## src/rtl/arb_pkg.sv

```systemverilog
// Shared types and constants for the 4-channel round-robin arbiter.
// Holds the FSM state encoding and the channel/select widths.
package arb_pkg;

    localparam int NUM_CH = 4;
    localparam int SEL_W  = 2;

    typedef enum logic {
        IDLE = 1'b0,
        BUSY = 1'b1
    } arb_state_t;

    function automatic logic [NUM_CH-1:0] onehot(
        input logic [SEL_W-1:0] i
    );
        logic [NUM_CH-1:0] v;
        v = {{(NUM_CH-1){1'b0}}, 1'b1};
        return v << i;
    endfunction

endpackage

```

## src/rtl/rr_arbiter4_if.sv

```systemverilog
// Request/grant bundle between four requesters and the arbiter.
// slave is the arbiter side, master the requester side.
interface rr_arbiter4_if;
    import arb_pkg::*;

    logic [NUM_CH-1:0] req;
    logic              done;
    logic [NUM_CH-1:0] grant;
    logic [SEL_W-1:0]  sel;
    logic              valid;
    logic              timeout;

    modport slave (
        input  req,
        input  done,
        output grant,
        output sel,
        output valid,
        output timeout
    );

    modport master (
        output req,
        output done,
        input  grant,
        input  sel,
        input  valid,
        input  timeout
    );
endinterface

```

## src/rtl/rr_pick4.sv

```systemverilog
// Rotating-priority pick: first set request at or after ptr, mod 4.
// Purely combinational.
module rr_pick4
    import arb_pkg::*;
(
    input  logic [NUM_CH-1:0] i_req,
    input  logic [SEL_W-1:0]  i_ptr,
    output logic              o_found,
    output logic [SEL_W-1:0]  o_idx
);

    logic [SEL_W-1:0] w_c;

    // Scan from lowest priority to highest so the last hit wins.
    always_comb begin
        o_found = 1'b0;
        o_idx   = i_ptr;
        w_c     = '0;
        for (int k = NUM_CH - 1; k >= 0; k--) begin
            w_c = i_ptr + SEL_W'(k);
            if (i_req[w_c]) begin
                o_found = 1'b1;
                o_idx   = w_c;
            end
        end
    end

endmodule

```

## src/rtl/rr_arbiter4.sv

```systemverilog
// Four-channel round-robin arbiter with hold timeout and no preemption.
// All outputs come straight from registers.
module rr_arbiter4
    import arb_pkg::*;
#(
    parameter int TIMEOUT = 16
) (
    input  logic          clk,
    input  logic          rst_n,
    rr_arbiter4_if.slave  bus
);

    localparam int CNT_W = $clog2(TIMEOUT);
    localparam logic [CNT_W-1:0] CNT_MAX = CNT_W'(TIMEOUT - 1);

    arb_state_t        r_state, w_state_nx;
    logic [SEL_W-1:0]  r_ptr, w_ptr_nx;
    logic [CNT_W-1:0]  r_cnt, w_cnt_nx;
    logic [NUM_CH-1:0] r_grant, w_grant_nx;
    logic [SEL_W-1:0]  r_sel, w_sel_nx;
    logic              r_valid, w_valid_nx;
    logic              r_tmo, w_tmo_nx;

    logic              w_found;
    logic [SEL_W-1:0]  w_idx;
    logic              w_own_req;
    logic              w_expire;
    logic              w_release;

    rr_pick4 u_pick (
        .i_req   (bus.req),
        .i_ptr   (r_ptr),
        .o_found (w_found),
        .o_idx   (w_idx)
    );

    assign w_own_req = bus.req[r_sel];
    assign w_expire  = (r_cnt == CNT_MAX);
    assign w_release = bus.done | ~w_own_req | w_expire;

    always_ff @(posedge clk or negedge rst_n) begin
        if (!rst_n) begin
            r_state <= IDLE;
            r_ptr   <= '0;
            r_cnt   <= '0;
            r_grant <= '0;
            r_sel   <= '0;
            r_valid <= 1'b0;
            r_tmo   <= 1'b0;
        end else begin
            r_state <= w_state_nx;
            r_ptr   <= w_ptr_nx;
            r_cnt   <= w_cnt_nx;
            r_grant <= w_grant_nx;
            r_sel   <= w_sel_nx;
            r_valid <= w_valid_nx;
            r_tmo   <= w_tmo_nx;
        end
    end

    always_comb begin
        w_state_nx = r_state;
        w_ptr_nx   = r_ptr;
        w_cnt_nx   = r_cnt;
        w_grant_nx = r_grant;
        w_sel_nx   = r_sel;
        w_valid_nx = r_valid;
        w_tmo_nx   = 1'b0;
        unique case (r_state)
            IDLE: begin
                w_grant_nx = '0;
                w_valid_nx = 1'b0;
                if (w_found) begin
                    w_state_nx = BUSY;
                    w_grant_nx = onehot(w_idx);
                    w_sel_nx   = w_idx;
                    w_valid_nx = 1'b1;
                    w_cnt_nx   = '0;
                end
            end
            BUSY: begin
                if (w_release) begin
                    w_state_nx = IDLE;
                    w_grant_nx = '0;
                    w_valid_nx = 1'b0;
                    w_cnt_nx   = '0;
                    w_ptr_nx   = r_sel + 1'b1;
                    // Flag only releases forced purely by the counter.
                    w_tmo_nx   = w_expire & ~bus.done & w_own_req;
                end else begin
                    w_cnt_nx   = r_cnt + 1'b1;
                end
            end
        endcase
    end

    assign bus.grant   = r_grant;
    assign bus.sel     = r_sel;
    assign bus.valid   = r_valid;
    assign bus.timeout = r_tmo;

endmodule

```

## src/flat_wrapper.sv

```systemverilog
// flat-port wrapper written by rule: the top's interface ports become plain ports
module rr_arbiter4_flat import arb_pkg::*;
#(
    parameter int TIMEOUT = 16
)
  (clk, rst_n, bus_req, bus_done, bus_grant, bus_sel, bus_valid, bus_timeout);
  rr_arbiter4_if bus_i ();
  input  logic clk;
  input  logic rst_n;
  input wire logic [$bits(bus_i.req)-1:0] bus_req;
  input wire logic [$bits(bus_i.done)-1:0] bus_done;
  output wire logic [$bits(bus_i.grant)-1:0] bus_grant;
  output wire logic [$bits(bus_i.sel)-1:0] bus_sel;
  output wire logic [$bits(bus_i.valid)-1:0] bus_valid;
  output wire logic [$bits(bus_i.timeout)-1:0] bus_timeout;
  assign bus_i.req = bus_req;
  assign bus_i.done = bus_done;
  assign bus_grant = bus_i.grant;
  assign bus_sel = bus_i.sel;
  assign bus_valid = bus_i.valid;
  assign bus_timeout = bus_i.timeout;
  rr_arbiter4 #(.TIMEOUT(TIMEOUT)) u_core (.clk(clk), .rst_n(rst_n), .bus(bus_i));
endmodule
```

## config.mk

```make
export PLATFORM = sky130hd
export DESIGN_NAME = rr_arbiter4_flat
export DESIGN_NICKNAME = d
export VERILOG_FILES = /design/src/rtl/arb_pkg.sv /design/src/rtl/rr_arbiter4_if.sv /design/src/rtl/rr_pick4.sv /design/src/rtl/rr_arbiter4.sv /design/src/flat_wrapper.sv
export SDC_FILE = /design/constraint.sdc
export NUM_CORES = 1
export LEC_CHECK = 0
export CAP_MARGIN = 20
export CORE_UTILIZATION = 49
export DETAILED_ROUTE_END_ITERATION = 16
export MAX_ROUTING_LAYER = met4
export PLACE_DENSITY = 0.87
export SLEW_MARGIN = 5
export SYNTH_ARGS = -nofsm -noshare
export SYNTH_HDL_FRONTEND = slang
export SYNTH_HIERARCHICAL = 1
export SYNTH_SLANG_ARGS = --single-unit
```

## constraint.sdc

```tcl
create_clock -name clk -period 1.9 [get_ports clk]
set_input_delay 0.38 -clock clk [delete_from_list [all_inputs] [get_ports clk]]
set_output_delay 0.38 -clock clk [all_outputs]
set_load 0.01 [all_outputs]
```

==> metrics.md, run 1 <==
| Metric | Value |
|---|---|
| Fillers | 121 |
| Cell Chain, Critical Path | clkdlybuf4s50_1, and3b_1, or4_1, nand2_1, nor3_1, a21o_1 |
| Worst IR drop on VDD | ~0.95 mV |
| # diodes | 0 |
| Post-synth design cell area | 802 um^2 |
| HP Class | in -> async |
| Number of synthesis warnings | 6 |
| PwrDens | 1330 nW/um^2 |
| Rows | 14 |
| Post-Synthesis Cells | 75 |
| Max incr delay on CP | 0.55 ns |
| I/O Buffers | 14 |
| Synth async-reset ratio | 100% |
| Initial Util | 52.6% |
| Worst-path maximum fanout | 5 |
| Worst r2r src | u_core/bus.sel[1]$_DFFE_PN0P_ |
| # H-tree levels | 1 |
| CORE AREA | 1520 um^2 |
| DRT antenna net count | 0 |
| Die X | 42.5 um |
| Register area | 375 um^2 |
| DRT Pass-1 Iters | 4 |
| Post-DP HPWL | 1170 um |
| RD Place Congestion | 0.821 |
| Layout Cells excl Fill | 114 |
| RSZ-0062 raised after global routing | false |
| Syn Area/Cell | 10.7 um^2 |
| Slew HR | between 70% and 80% |
| Placed cells | 110 |
| Sequential share of the synthesized area | between 40% and 50% |
| Final Power | 0.00136 W |
| Post-synth cell types | 35 |
| Final-stage net count | 107 |
| CTS Hold Bufs | 0 |
| Final min period | 1.79 ns |
| Most common cell after layout, fill and taps aside | dfrtp_1 |
| Final period util | a little over nine tenths |
| Clock latency on the worst-skew pair | 0.27 ns |
| Leak pwr | approximately 0.49 nW |
| Clock Skew | 0.00340 ns |
| Number of global-route vias before repair | around 640 |
| Peak Freq | 0.559 GHz |
| DRC Markers | 0 |
| Slowest cell on crit path | clkdlybuf4s50_1 |
| Final instance area | about 1000 um^2 |
| Global Route met1 Usage | 29.0% |
| Die height | about 42 um |
| Critical Path AT | 1.96 ns |
| CP required | roughly 2.1 ns |
| Area Overhead vs Synth | 28.1% |
| GRT Max-Usage Layer | met2 |
| Fin Hold WS | 0.400 ns |
| GRT overflow | 0 |
| Root Buffer | clkbuf_4 |
| Fraction of layout instances using a drive strength above 1 | a little under a fifth |
| First-pass GRT wire length | 2730 um |
| Max-slew violations | 0 |
| Fin. Hold Viols | 0 |
| Final setup vio count | 0 |
| Total setup buffers inserted after CTS | 0 |
| Top cells by area, synth | dfrtp_1 (47%), nand2_1 (4.7%), mux2_4 (3.7%) |
| CTS tree | built |
| Global-route met2 utilization | a little under 30% |
| Die footprint | 1800 um^2 |
| Post-CTS sizing | 0 |
| Worst Setup SP | bus_req[3] |
| Commonest register cell after synthesis | dfrtp_1 |
| Area taken by multi-input logic gates | 419 um^2 |
| Initial antenna violation count | 0 |
| Mapped Nets | 83 |
| Mean routed wirelength per cell | 13.8 um |
| DP Area | 1000 um^2 |
| Largest net degree at the start of global routing | 16 |
| Slew of the pin with the lowest slew margin | 0.324 ns |
| Top-area cell type share of the netlist area | 46.8% |
| Max-cap viol count | 0 |
| Io pins | 15 |
| Via/cell ratio | 5.90 |
| Num CTS Buffers | 3 |
| Initial DRC count | 28 |
| CTS Sinks | 15 |
| GRT Total Usage | 20.2% |
| GR Util met3 | 3.88% |
| Leading area contributor after synthesis | dfrtp_1 |
| Number of synthesized flops with an enable pin | 0 |
| CTS Buffer Depth | 2 |
| Status | finished clean |
| Yosys reg bits | 15 |
| Crit end category | flip-flop |
| CTS clock-pin slew for the worst setup and hold paths | 0.09 ns |
| Routed via count | 673 |
| Crit Path Category | in -> reg |
| Most frequent cells in the layout | dfrtp_1 (15), clkdlybuf4s50_1 (14), nand2_1 (10) |
| Critical path startpoint category | input port |
| Final WL | 1570 um |
-- state kept, by name, summed over array words and instances, names as in the netlist --
name	cells
u_core/bus.grant	4
u_core/bus.sel	2
u_core/bus.timeout	1
u_core/bus.valid	1
u_core/r_cnt	4
u_core/r_ptr	2
u_core/r_state	1
-- logic make-up after synthesis --
kind of cell             synth area share (%)
flip-flops                               46.8
adder cells (fa/ha/maj)                  1.56
AND/OR/NAND/NOR                          22.2
buffers and inverters                   0.936
multiplexers                             6.40
XOR/XNOR                                 1.09
AO/OA/AOI/OAI                            21.1
-- critical path, delay by kind of cell --
family / cells / cell delay, ns
simple gates: 4 / 0.88
buf+inv: 1 / 0.55
compound gates: 1 / 0.15
-- Yosys cell counts (2+ instances only) --
master	number
nand3_1	2
a22o_1	2
a21o_1	3
and2b_2	2
inv_1	2
nor3_1	2
o31ai_1	2
nand2_1	10
nor2_1	6
dfrtp_1	15
nor2b_1	2
o21ai_0	3
mux2_4	2
-- final timing paths --
check / to / slack [ns] / cells after the start
max in group asynchronous: u_core/bus.grant[3]$_DFFE_PN0P_ / 1.33 / 2
worst min register to register: u_core/bus.valid$_DFFE_PN0P_ / 0.49 / 1
worst max register to register: u_core/r_cnt[1]$_DFFE_PN0P_ / 0.29 / 4
worst min-delay path: u_core/r_ptr[0]$_DFFE_PN0P_ / 0.40 / 2
worst max-delay path: u_core/bus.grant[0]$_DFFE_PN0P_ / 0.11 / 6
min in group clk: u_core/bus.valid$_DFFE_PN0P_ / 0.49 / 1
-- routing by layer --
layer | vias up | part of all wire [%]
met5 | - | 0
met1 | 331 | 51
li1 | 325 | -
met2 | 17 | 45
met4 | 0 | 0
met3 | 0 | 4.0
-- power by group --
part	switching (W)	internal [W]	total, W
clock	0.0000990	0.0000779	0.000177
sequential	0.000129	0.000429	0.000559
combinational	0.000279	0.000346	0.000626
-- final cells by class --
class                           instances  share of cell area, %
Inverter                                2                  0.731
Sequential cell                        15                   36.5
Multi-Input combinational cell         58                   40.8
Tap cell                               16                   1.95
Timing Repair Buffer                   19                   17.3
Clock inverter                          1                  0.487
Clock buffer                            3                   2.19
-- through the flow --
stage               TNS (ns)  setup WS [ns]  utilization (%)
floorplan                  0          0.362                -
global placement      -0.467         -0.120             65.6
detailed placement    -0.752         -0.161             65.6
CTS                        0          0.126             67.4
global route               0         0.0448             67.4
finish                     0          0.112             67.4
Note: power is estimated with default switching activity, not from simulation.
==> inputs of run 2 (changes only) <==
Settings changed: HOLD_SLACK_MARGIN set to 0.08, SKIP_LAST_GASP set to 1.
==> results of run 2 <==
Final layout, timing and power as in run 1 (identical DEF).
